==> src/rtl/load_store_unit_if.sv <==
// Data-memory bus between the load/store unit and the data memory.
//   master : LSU side   -- drives mem_req/mem_we/mem_addr/mem_wdata, receives gnt/rvalid/rdata
//   slave  : memory side -- the mirror image
interface load_store_unit_if;
  logic        mem_req;
  logic        mem_we;
  logic [31:0] mem_addr;
  logic [31:0] mem_wdata;
  logic        mem_gnt;
  logic        mem_rvalid;
  logic [31:0] mem_rdata;

  modport master (
    output mem_req,
    output mem_we,
    output mem_addr,
    output mem_wdata,
    input  mem_gnt,
    input  mem_rvalid,
    input  mem_rdata
  );

  modport slave (
    input  mem_req,
    input  mem_we,
    input  mem_addr,
    input  mem_wdata,
    output mem_gnt,
    output mem_rvalid,
    output mem_rdata
  );
endinterface

==> src/rtl/load_store_unit.sv <==
// Load/store unit: turns a datapath memory request into a single word access on the
// data-memory bus, stalling the datapath until the access completes or is aborted.
//
// Ports:
//   clk, reset        clock and asynchronous active-high reset
//   req_valid/req_we  access request from the datapath (1 = store, 0 = load)
//   addr, wdata       byte address and store data, captured when the access starts
//   stall             combinational hold for the datapath/PC while an access is in flight
//   rdata, err        load result and abort flag (err is high for the one DONE cycle)
//   mem               data-memory bus (master side)
//
// Parameter TIMEOUT_CYCLES (1..255): cycles waited in REQ, and again in WAIT_R, before abort.
// Optional macro LSU_ALIGN_CHECK_EN: reject accesses with addr[1:0] != 0 without touching memory.
module load_store_unit #(
  parameter int unsigned TIMEOUT_CYCLES = 15
) (
  input  logic                      clk,
  input  logic                      reset,
  input  logic                      req_valid,
  input  logic                      req_we,
  input  logic [31:0]               addr,
  input  logic [31:0]               wdata,
  output logic                      stall,
  output logic [31:0]               rdata,
  output logic                      err,
  load_store_unit_if.master         mem
);

  typedef enum logic [1:0] {StIdle, StReq, StWaitR, StDone} state_e;

  localparam logic [7:0] CntLast = 8'(TIMEOUT_CYCLES - 1);

  state_e      state_q, state_d;
  logic [7:0]  cnt_q, cnt_d;
  logic        mem_req_q, mem_req_d;
  // mem_we/mem_addr/mem_wdata double as the latched request fields.
  logic        mem_we_q, mem_we_d;
  logic [31:0] mem_addr_q, mem_addr_d;
  logic [31:0] mem_wdata_q, mem_wdata_d;
  logic [31:0] rdata_q, rdata_d;
  logic        err_q, err_d;

  always_comb begin
    state_d     = state_q;
    cnt_d       = cnt_q;
    mem_req_d   = mem_req_q;
    mem_we_d    = mem_we_q;
    mem_addr_d  = mem_addr_q;
    mem_wdata_d = mem_wdata_q;
    rdata_d     = rdata_q;
    err_d       = 1'b0;

    case (state_q)
      StIdle: begin
        if (req_valid) begin
          cnt_d = '0;
`ifdef LSU_ALIGN_CHECK_EN
          if (addr[1:0] != 2'b00) begin
            // Misaligned: abort without a bus access; only loads lose rdata.
            state_d = StDone;
            err_d   = 1'b1;
            if (!req_we) begin
              rdata_d = '0;
            end
          end else
`endif
          begin
            state_d     = StReq;
            mem_req_d   = 1'b1;
            mem_we_d    = req_we;
            mem_addr_d  = addr & 32'hFFFF_FFFC;
            mem_wdata_d = wdata;
          end
        end
      end

      StReq: begin
        if (mem.mem_gnt) begin
          mem_req_d = 1'b0;
          cnt_d     = '0;  // WAIT_R gets its own timeout budget
          state_d   = mem_we_q ? StDone : StWaitR;
        end else if (cnt_q == CntLast) begin
          mem_req_d = 1'b0;
          state_d   = StDone;
          err_d     = 1'b1;
          rdata_d   = '0;
          cnt_d     = '0;
        end else begin
          cnt_d = cnt_q + 8'd1;
        end
      end

      StWaitR: begin
        if (mem.mem_rvalid) begin
          rdata_d = mem.mem_rdata;
          state_d = StDone;
          cnt_d   = '0;
        end else if (cnt_q == CntLast) begin
          state_d = StDone;
          err_d   = 1'b1;
          rdata_d = '0;
          cnt_d   = '0;
        end else begin
          cnt_d = cnt_q + 8'd1;
        end
      end

      StDone: begin
        state_d = StIdle;
      end

      default: begin
        state_d = StIdle;
      end
    endcase
  end

  always_ff @(posedge clk or posedge reset) begin
    if (reset) begin
      state_q     <= StIdle;
      cnt_q       <= '0;
      mem_req_q   <= 1'b0;
      mem_we_q    <= 1'b0;
      mem_addr_q  <= '0;
      mem_wdata_q <= '0;
      rdata_q     <= '0;
      err_q       <= 1'b0;
    end else begin
      state_q     <= state_d;
      cnt_q       <= cnt_d;
      mem_req_q   <= mem_req_d;
      mem_we_q    <= mem_we_d;
      mem_addr_q  <= mem_addr_d;
      mem_wdata_q <= mem_wdata_d;
      rdata_q     <= rdata_d;
      err_q       <= err_d;
    end
  end

  // DONE releases the datapath; outside an access stall is always low.
  assign stall         = req_valid && (state_q != StDone);
  assign rdata         = rdata_q;
  assign err           = err_q;
  assign mem.mem_req   = mem_req_q;
  assign mem.mem_we    = mem_we_q;
  assign mem.mem_addr  = mem_addr_q;
  assign mem.mem_wdata = mem_wdata_q;

endmodule

==> src/flat_wrapper.sv <==
// flat-port wrapper written by rule: the top's interface ports become plain ports
module load_store_unit_flat 
#(
  parameter int unsigned TIMEOUT_CYCLES = 15
)
  (clk, reset, req_valid, req_we, addr, wdata, stall, rdata, err, mem_mem_req, mem_mem_we, mem_mem_addr, mem_mem_wdata, mem_mem_gnt, mem_mem_rvalid, mem_mem_rdata);
  load_store_unit_if mem_i ();
  input  logic clk;
  input  logic reset;
  input  logic req_valid;
  input  logic req_we;
  input  logic [31:0] addr;
  input  logic [31:0] wdata;
  output logic stall;
  output logic [31:0] rdata;
  output logic err;
  output wire logic [$bits(mem_i.mem_req)-1:0] mem_mem_req;
  output wire logic [$bits(mem_i.mem_we)-1:0] mem_mem_we;
  output wire logic [$bits(mem_i.mem_addr)-1:0] mem_mem_addr;
  output wire logic [$bits(mem_i.mem_wdata)-1:0] mem_mem_wdata;
  input wire logic [$bits(mem_i.mem_gnt)-1:0] mem_mem_gnt;
  input wire logic [$bits(mem_i.mem_rvalid)-1:0] mem_mem_rvalid;
  input wire logic [$bits(mem_i.mem_rdata)-1:0] mem_mem_rdata;
  assign mem_mem_req = mem_i.mem_req;
  assign mem_mem_we = mem_i.mem_we;
  assign mem_mem_addr = mem_i.mem_addr;
  assign mem_mem_wdata = mem_i.mem_wdata;
  assign mem_i.mem_gnt = mem_mem_gnt;
  assign mem_i.mem_rvalid = mem_mem_rvalid;
  assign mem_i.mem_rdata = mem_mem_rdata;
  load_store_unit #(.TIMEOUT_CYCLES(TIMEOUT_CYCLES)) u_core (.clk(clk), .reset(reset), .req_valid(req_valid), .req_we(req_we), .addr(addr), .wdata(wdata), .stall(stall), .rdata(rdata), .err(err), .mem(mem_i));
endmodule
==> config.mk <==
export PLATFORM = sky130hd
export DESIGN_NAME = load_store_unit_flat
export DESIGN_NICKNAME = d
export VERILOG_FILES = /design/src/rtl/load_store_unit_if.sv /design/src/rtl/load_store_unit.sv /design/src/flat_wrapper.sv
export SDC_FILE = /design/constraint.sdc
export NUM_CORES = 1
export LEC_CHECK = 0
export ABC_AREA = 1
export CORE_MARGIN = 5
export CORE_UTILIZATION = 43
export CTS_CLUSTER_DIAMETER = 80
export DETAILED_ROUTE_END_ITERATION = 8
export GPL_TIMING_DRIVEN = 0
export HOLD_SLACK_MARGIN = 0.12
export PLACE_DENSITY = 0.81
export SYNTH_ARGS = -nofsm -noshare
export SYNTH_HDL_FRONTEND = slang
export SYNTH_SLANG_ARGS = --single-unit
==> constraint.sdc <==
create_clock -name clk -period 3.55 [get_ports clk]
set_clock_uncertainty 0.05 [all_clocks]
set_input_delay 0.355 -clock clk [delete_from_list [all_inputs] [get_ports clk]]
set_output_delay 0.355 -clock clk [all_outputs]
set_load 0.01 [all_outputs]
* Word-level counts from Yosys, hierarchy flattened
Cells that the tools add are included.
** Operators by class
- Add/sub/neg operators :: 1
- Equality and inequality tests :: 8
- Multiplexer cells :: 23
- Reductions and logical operators :: 9
** Operators with widths (count)
- 2-to-1 mux 32 bit :: 3
- case mux 32 bit (2 select lines) :: 1
- 2-to-1 mux 8 bit :: 4
- case mux 8 bit (3 select lines) :: 1
- adder 8 x 1 -> 8 bit (second input constant) :: 1
- equality test 8 x 4 -> 1 bit (second input constant) :: 1
- 2-to-1 mux 2 bit :: 4
- case mux 2 bit (4 select lines) :: 1
- 2-to-1 mux 1 bit :: 7
- != test 2 bit (second input constant) :: 3
- AND reduction 2 bit :: 3
- equality test 2 bit (second input constant) :: 2
- case mux 1 bit (2 select lines) :: 2
- nonzero test 2 bit :: 2
- != test 3 x 2 -> 1 bit (second input constant) :: 1
- AND reduction 3 bit :: 1
- nonzero test 3 bit :: 1
- equality test 2 x 1 -> 1 bit (second input constant) :: 1
- logical NOT 2 bit :: 1
- logical AND 1 bit :: 1
** Word-level totals
- Flip-flop bits (word level) :: 107
- Input bits :: 102
- Logic and storage cells :: 49

* Logic depth before layout (Yosys ltp)
Gate-level depths: netlist of run 1.
- Depth in word-level cells :: 4
- Depth in mapped cells :: 9

* Least setup slack after synthesis of run 1
OpenSTA, ideal clock, no wires.
- Path type :: reg-to-reg
- Start :: reg u_core.state_q[1]
- End :: reg u_core.rdata_q[0] (netlist: u_core.rdata[0])
- Library setup time :: 115 ps
- Data arrival time :: 1341 ps
- Required time :: 3385 ps
- Setup slack :: 2044 ps
- Cell stages (with the launch flop) :: 8
- Path buffers :: 1
- Cell sequence :: dfrtp_1 -> inv_1 -> ha_1 -> a21oi_4 -> clkinv_2 -> buf_6 -> nand3_2 -> nand2_2
** On the way
- Word-level cells in the longest chain between the ends :: 3
- Elaborated cells between the ends (all ways) :: 6
- Those cells by class :: eq/ne (3); mux (1); reduce/logical (2)
** RTL lines
- start, declared :: RTL line load_store_unit.sv:33 : state_e state_q, state_d;
- start signal, assigned :: RTL line load_store_unit.sv:120 : state_q <= StIdle;
- start signal, assigned :: RTL line load_store_unit.sv:129 : state_q <= state_d;
- equality test 2 x 1 -> 1 bit or equality test 2 bit (tied branches) :: RTL line load_store_unit.sv:53 : case (state_q)
- != test 2 bit (no source line) or nonzero test 2 bit (tied branches)
- AND reduction 2 bit (no source line)
- end signal, assigned :: RTL line load_store_unit.sv:135 : rdata_q <= rdata_d;
- end, declared :: RTL line load_store_unit.sv:40 : logic [31:0] rdata_q, rdata_d;
Parallel ways exist; a longest one is shown, timed or not.
A chain may end at the register's enable or synchronous reset.

* Final worst setup path of run 1
- Start :: reg u_core.state_q[1]
- End :: out stall
** On the way
- Word-level cells in the longest chain between the ends :: 2
** RTL lines
- != test 2 bit :: RTL line load_store_unit.sv:141 : assign stall = req_valid && (state_q != StDone);
- logical AND 1 bit :: RTL line load_store_unit.sv:141
- end, declared :: RTL line flat_wrapper.sv:14 : output logic stall;
No other way between the ends.

==> flow_summary.json, run 1 <==
{
  "syn-instance-count": 525,
  "ir_drop_v": 0.000386,
  "total_leakage_power_uw": 0.00349,
  "dp_cells": 864,
  "rows": 38,
  "antenna_found_initial": 0,
  "clk_latency_ns": 0.35,
  "gr-total-overflow": 0,
  "cts_made_buffers": 9,
  "grt_pass1_vias": 4211,
  "yosysSeqAreaShare": 0.562,
  "reg2reg_depth": 7,
  "crit_path_end_kind": "output pin",
  "cp_max_fo": 4,
  "dpl_cell_area_um2": 6940,
  "max-slew-margin-rel": 0.433,
  "finalNonFillerCells": 880,
  "wl_per_cell_um": 14.6,
  "cts.path.max_buffers": 2,
  "drc": 0,
  "coreArea_um2": 10800,
  "postCtsHoldBufs": 0,
  "startpoint": "u_core.state_q[1]",
  "totalWireLength_mm": 12.8,
  "hold_class": "flop to flop",
  "rsz0062_at_grt": "no",
  "layout_setup_ws_ns": 1.38,
  "cts_tree": "done",
  "grt_pass1_wl_mm": 20.5,
  "synth_edf_count": 0,
  "cts_max_level": 3,
  "antenna_left": 0,
  "cts_root_buf": "clkbuf_8",
  "grt_max_degree": 70,
  "finalMaxSlewViolations": 0,
  "timing.rr.start": "u_core.state_q[1]",
  "stdcell_area_um2": 7120,
  "holdCritStartpoint": "u_core.mem.mem_wdata[16]",
  "track_usage": 0.193,
  "setup_violations": 0,
  "hold_viol_final": 0,
  "critPathKind": "flop to output pin",
  "nets": 844,
  "required_ns": 3.14,
  "num_vias": 4096,
  "clk_pin_slew_ns": 0.09,
  "status": "complete, no violations",
  "globalplace.congestion": 0.791,
  "clkSinkCount": 107,
  "final.setup.tns_ns": 0,
  "cts_setup_buffers": 0,
  "dp_hpwl_mm": 9.92,
  "fmax_mhz": 462,
  "antenna_cells": 0,
  "ys.flop_type": "dfrtp_1",
  "die_h_um": 115,
  "synth_top_cell_by_area": "dfrtp_1",
  "drt_pass1_iterations": 4,
  "crit_path_start_kind": "flop",
  "viasPerCell": 4.65,
  "cts_resized": 0,
  "min_period_ns": 2.17,
  "regArea_um2": 2680,
  "synthTopCellsByCount": "256 x nand2_1, 107 x dfrtp_1, 31 x nand3_2",
  "yosys-top-cells-area": "dfrtp_1 56%, nand2_1 20%, nand3_2 6.5%",
  "arrival_ns": 1.76,
  "area_growth_pct": 49.3,
  "initial_core_util": 0.440,
  "ys_seq_elements": 107,
  "drive_gt1_frac": 0.157,
  "die_area_um2": 13300,
  "multiInputGateArea_um2": 1840,
  "pin_count": 202,
  "synth_top_area_share": 0.562,
  "n_fill_cell": 871,
  "dr.first_iter.drc_count": 217,
  "synth_cell_type_count": 26,
  "holdWs_ns": 0.435,
  "yosysMostFrequentCell": "nand2_1",
  "powerDensity_nw_per_um2": 755,
  "worstMarginPinSlew_ns": 0.850,
  "synth_area_um2": 4770,
  "numPortBuffers": 197,
  "avgSynthCellArea_um2": 9.08,
  "fp.dieW_um": 115,
  "hold_depth": 2,
  "pre_cts_ws_ns": 1.55,
  "drv_cap": 0,
  "post-route-period-util": 0.610,
  "synth_warnings": 0,
  "synthArstFlopShare": 1.00
}
[routing by layer]
| metal | track usage | share of wire |
|---|---|---|
| met2 | 0.335 | 0.50 |
| met5 | 0 | 0 |
| met4 | 0.0618 | 0.012 |
| met1 | 0.234 | 0.40 |
| met3 | 0.0537 | 0.089 |
[sequential cells by signal, summed over array words and instances, names as in the netlist]
register and flops:
u_core.mem.mem_we 1, u_core.err 1, u_core.rdata 32, u_core.state_q 2, u_core.mem.mem_wdata 32, u_core.cnt_q 8
u_core.mem.mem_addr 30, u_core.mem.mem_req 1
[through the flow]
step,power (µW),utilization
floorplan,3270,-
global placement,4640,0.638
detailed placement,4750,0.640
CTS,5450,0.657
global route,5770,0.657
finish,5380,0.657
[worst paths after layout]
path,slack [ns],to
min,0.44,u_core.mem.mem_wdata[16]
max,1.38,stall
max in group asynchronous,2.27,u_core.state_q[0]
min in group asynchronous,0.48,u_core.mem.mem_wdata[19]
min reg2reg,0.44,u_core.mem.mem_wdata[16]
max reg2reg,1.83,u_core.rdata[21]
[kinds of logic after synthesis]
group	Yosys count	synth area share
DFF	107	0.562
and+or+nand+nor	345	0.338
AOI/OAI and AO/OA	16	0.0260
xor gates and xnor gates	1	0.00184
other	1	0.000786
buffers and inverters	48	0.0533
adders and majority gates	7	0.0184
[cells in the final DEF (no fill, tap or decap)]
| master | netlist | final |
|---|---|---|
| a21oi_1 | 3 | 3 |
| a21oi_2 | 3 | 3 |
| a21oi_4 | 2 | 2 |
| a31oi_1 | 1 | 1 |
| and2_1 | 1 | 1 |
| buf_12 | 0 | 1 |
| buf_2 | 16 | 16 |
| buf_4 | 2 | 2 |
| buf_6 | 6 | 6 |
| clkbuf_1 | 0 | 1 |
| clkbuf_8 | 0 | 11 |
| clkdlybuf4s50_1 | 0 | 197 |
| clkinv_2 | 1 | 4 |
| conb_1 | 1 | 2 |
| dfrtp_1 | 107 | 107 |
| ha_1 | 7 | 7 |
| inv_1 | 21 | 20 |
| inv_2 | 2 | 2 |
| inv_4 | 0 | 1 |
| inv_6 | 0 | 1 |
| nand2_1 | 256 | 256 |
| nand2_2 | 30 | 30 |
| nand2_4 | 2 | 2 |
| nand3_1 | 10 | 10 |
| nand3_2 | 31 | 31 |
| nand3b_1 | 1 | 1 |
| nor2_1 | 12 | 12 |
| nor2_4 | 2 | 2 |
| o21ai_0 | 4 | 4 |
| o21ai_2 | 2 | 2 |
| o22ai_1 | 1 | 1 |
| xnor2_1 | 1 | 1 |
[critical path, stage by stage, from the launching register on]
cell and delay (ns):
dfrtp_1 0.44, ha_1 0.24, nor2_1 0.15, clkdlybuf4s50_1 0.57
[power by group]
| part | internal [µW] | switching [µW] |
|---|---|---|
| Sequential | 1750 | 330 |
| Clock | 294 | 395 |
| Combinational | 1370 | 1240 |
| Total | 3420 | 1960 |
[area by class of cell]
| type | count | share of cell area |
|---|---|---|
| inverters | 24 | 0.0132 |
| clock inverters | 4 | 0.00334 |
| plain buffers | 24 | 0.0228 |
| clock buffers | 12 | 0.0218 |
| flip-flops and latches | 107 | 0.376 |
| multi-input cells | 371 | 0.258 |
| repair buffers | 198 | 0.280 |
| well taps | 140 | 0.0246 |
Power figures use the tool's default switching activity.
==> inputs of run 2 (changes only) <==
--- a/config.mk
+++ b/config.mk
@@ -7,12 +7,12 @@
 export LEC_CHECK = 0
 export ABC_AREA = 1
 export CORE_MARGIN = 5
-export CORE_UTILIZATION = 43
+export CORE_UTILIZATION = 39
 export CTS_CLUSTER_DIAMETER = 80
 export DETAILED_ROUTE_END_ITERATION = 8
 export GPL_TIMING_DRIVEN = 0
 export HOLD_SLACK_MARGIN = 0.12
-export PLACE_DENSITY = 0.81
+export PLACE_DENSITY = 0.77
 export SYNTH_ARGS = -nofsm -noshare
 export SYNTH_HDL_FRONTEND = slang
 export SYNTH_SLANG_ARGS = --single-unit
==> constraint.sdc (replaced) <==
create_clock -name clk -period 1.85 [get_ports clk]
set_clock_uncertainty 0.05 [all_clocks]
set_input_delay 0.185 -clock clk [delete_from_list [all_inputs] [get_ports clk]]
set_output_delay 0.185 -clock clk [all_outputs]
set_load 0.01 [all_outputs]
==> run 2 against run 1 <==
Utilization fell by 5.2 points. First-iteration DRC count fell by 6.5%. Wire length rose by 0.94%. Total power rose by 100%.
==> flow_summary.json, run 2 (same netlist as run 1, synthesis figures left out) <==
{
  "status": "complete, no violations",
  "dp_cells": 873,
  "worstMarginPinSlew_ns": 0.647,
  "cts_max_level": 3,
  "powerDensity_nw_per_um2": 1480,
  "cts.path.max_buffers": 2,
  "post-route-util": 0.605,
  "crit_path_start_kind": "flop",
  "drc": 0,
  "required_ns": 2.03,
  "initial_core_util": 0.397,
  "nets": 846,
  "drt_pass1_iterations": 4,
  "cts_made_buffers": 9,
  "drive_gt1_frac": 0.158,
  "reg2reg_depth": 7,
  "grt_pass1_vias": 4313,
  "fp.dieW_um": 121,
  "post-route-period-util": 0.936,
  "num_vias": 4093,
  "antenna_left": 0,
  "clk_pin_slew_ns": 0.06,
  "rsz0062_at_grt": "no",
  "clk_latency_ns": 0.34,
  "die_area_um2": 14500,
  "rows": 40,
  "holdWs_ns": 0.240,
  "total_leakage_power_uw": 0.00354,
  "cts_tree": "done",
  "antenna_cells": 0,
  "cp_max_fo": 10,
  "crit_path_end_kind": "flop",
  "grt_pass1_wl_mm": 21.3,
  "finalMaxSlewViolations": 0,
  "die_h_um": 121,
  "fmax_mhz": 578,
  "totalWireLength_mm": 13.0,
  "timing.rr.start": "u_core.state_q[1]",
  "timing.rr.end": "u_core.rdata[17]",
  "coreArea_um2": 12000,
  "antenna_found_initial": 0,
  "setup_violations": 0,
  "cts_root_buf": "clkbuf_16",
  "arrival_ns": 1.91,
  "power_uw": 10800,
  "max-slew-margin-rel": 0.568,
  "area_growth_pct": 52.3,
  "final.setup.tns_ns": 0,
  "wl_per_cell_um": 14.6,
  "postCtsHoldBufs": 0,
  "dr.first_iter.drc_count": 203,
  "hold_class": "input pin to asynchronous set/reset pin",
  "n_fill_cell": 1032,
  "dp_hpwl_mm": 10.2,
  "numPortBuffers": 197,
  "gr-total-overflow": 0,
  "critPathKind": "flop to flop",
  "layout_commonest_cell": "nand2_1",
  "pin_count": 202,
  "globalplace.congestion": 0.769,
  "viasPerCell": 4.61,
  "min_period_ns": 1.73,
  "regToRegSetupSlack_ns": 0.12,
  "ir_drop_v": 0.000860,
  "drv_cap": 0,
  "clkSinkCount": 107,
  "grt_max_degree": 30,
  "track_usage": 0.182,
  "most-common-layout-cells": "256 x nand2_1, 196 x clkdlybuf4s50_1, 107 x dfrtp_1",
  "hold_viol_final": 0,
  "finalNonFillerCells": 887
}
[run 2: changes by cell type in the layout (fill, tap and decap cells not counted)]
cell             previous run  this run
clkbuf_16                   0         9
clkbuf_8                   11         2
buf_12                      1         3
clkinv_2                    4         2
clkinvlp_4                  0         2
clkdlybuf4s50_1           197       196
dlygate4sd2_1               0         1
ha_1                        7         6
ha_2                        0         1
inv_4                       1         0
inv_6                       1         0
[run 2: cell type report]
type,instances,area [µm²],share of cell area
buffer,24,163,0.0224
tap,147,184,0.0253
timing repair buffer,200,2030,0.280
inverter,24,95.1,0.0131
sequential,107,2680,0.369
clock buffer,12,256,0.0353
clock inverter,2,12.5,0.00172
multi-input combinational,371,1840,0.254
[run 2: how the worst max path moves through the flow]
stage	start	to	slack [ns]	cells past startpoint
2_1_floorplan	reset	u_core.cnt_q[0]	0.33	1
3_3_place_gp	reset	u_core.mem.mem_addr[10]	-0.72	2
3_5_place_dp	u_core.state_q[1]	u_core.rdata[17]	0.12	7
4_1_cts	u_core.state_q[1]	u_core.rdata[17]	0.10	7
5_1_grt	u_core.state_q[1]	u_core.rdata[5]	0.008	7
6_report	u_core.state_q[1]	u_core.rdata[17]	0.12	7
[run 2: critical path, stage by stage, from the launching register on]
cell and delay (ns):
dfrtp_1 0.41, inv_1 0.12, ha_1 0.31, a21oi_4 0.27, clkinv_2 0.16, buf_6 0.18
nand3_2 0.08, nand2_2 0.04
[run 2: metrics by stage]
stage	area (µm²)	worst slack [ns]
floorplan	4780	0.327
global placement	6930	-0.720
detailed placement	6990	0.122
CTS	7260	0.104
global route	7260	0.00783
finish	7260	0.119
[run 2: metal layers]
metal / wire length, µm / GRT usage / share of wire / vias up
li1: - / - / - / 2030
met5: 0 / 0 / 0 / -
met3: 1040 / 0.0599 / 0.080 / 25
met1: 5240 / 0.214 / 0.40 / 1896
met2: 6320 / 0.307 / 0.49 / 142
met4: 351 / 0.0729 / 0.027 / 0
[run 2: repair_timing]
item	CTS	global route
setup endpoints to repair	1	22
buffers inserted	0	0
resized for setup	1	1
[run 2: power by group]
part	total, µW	internal [µW]	switching, µW
combinational	5000	2640	2350
sequential	4000	3360	637
clock	1770	970	798
total	10800	6980	3790
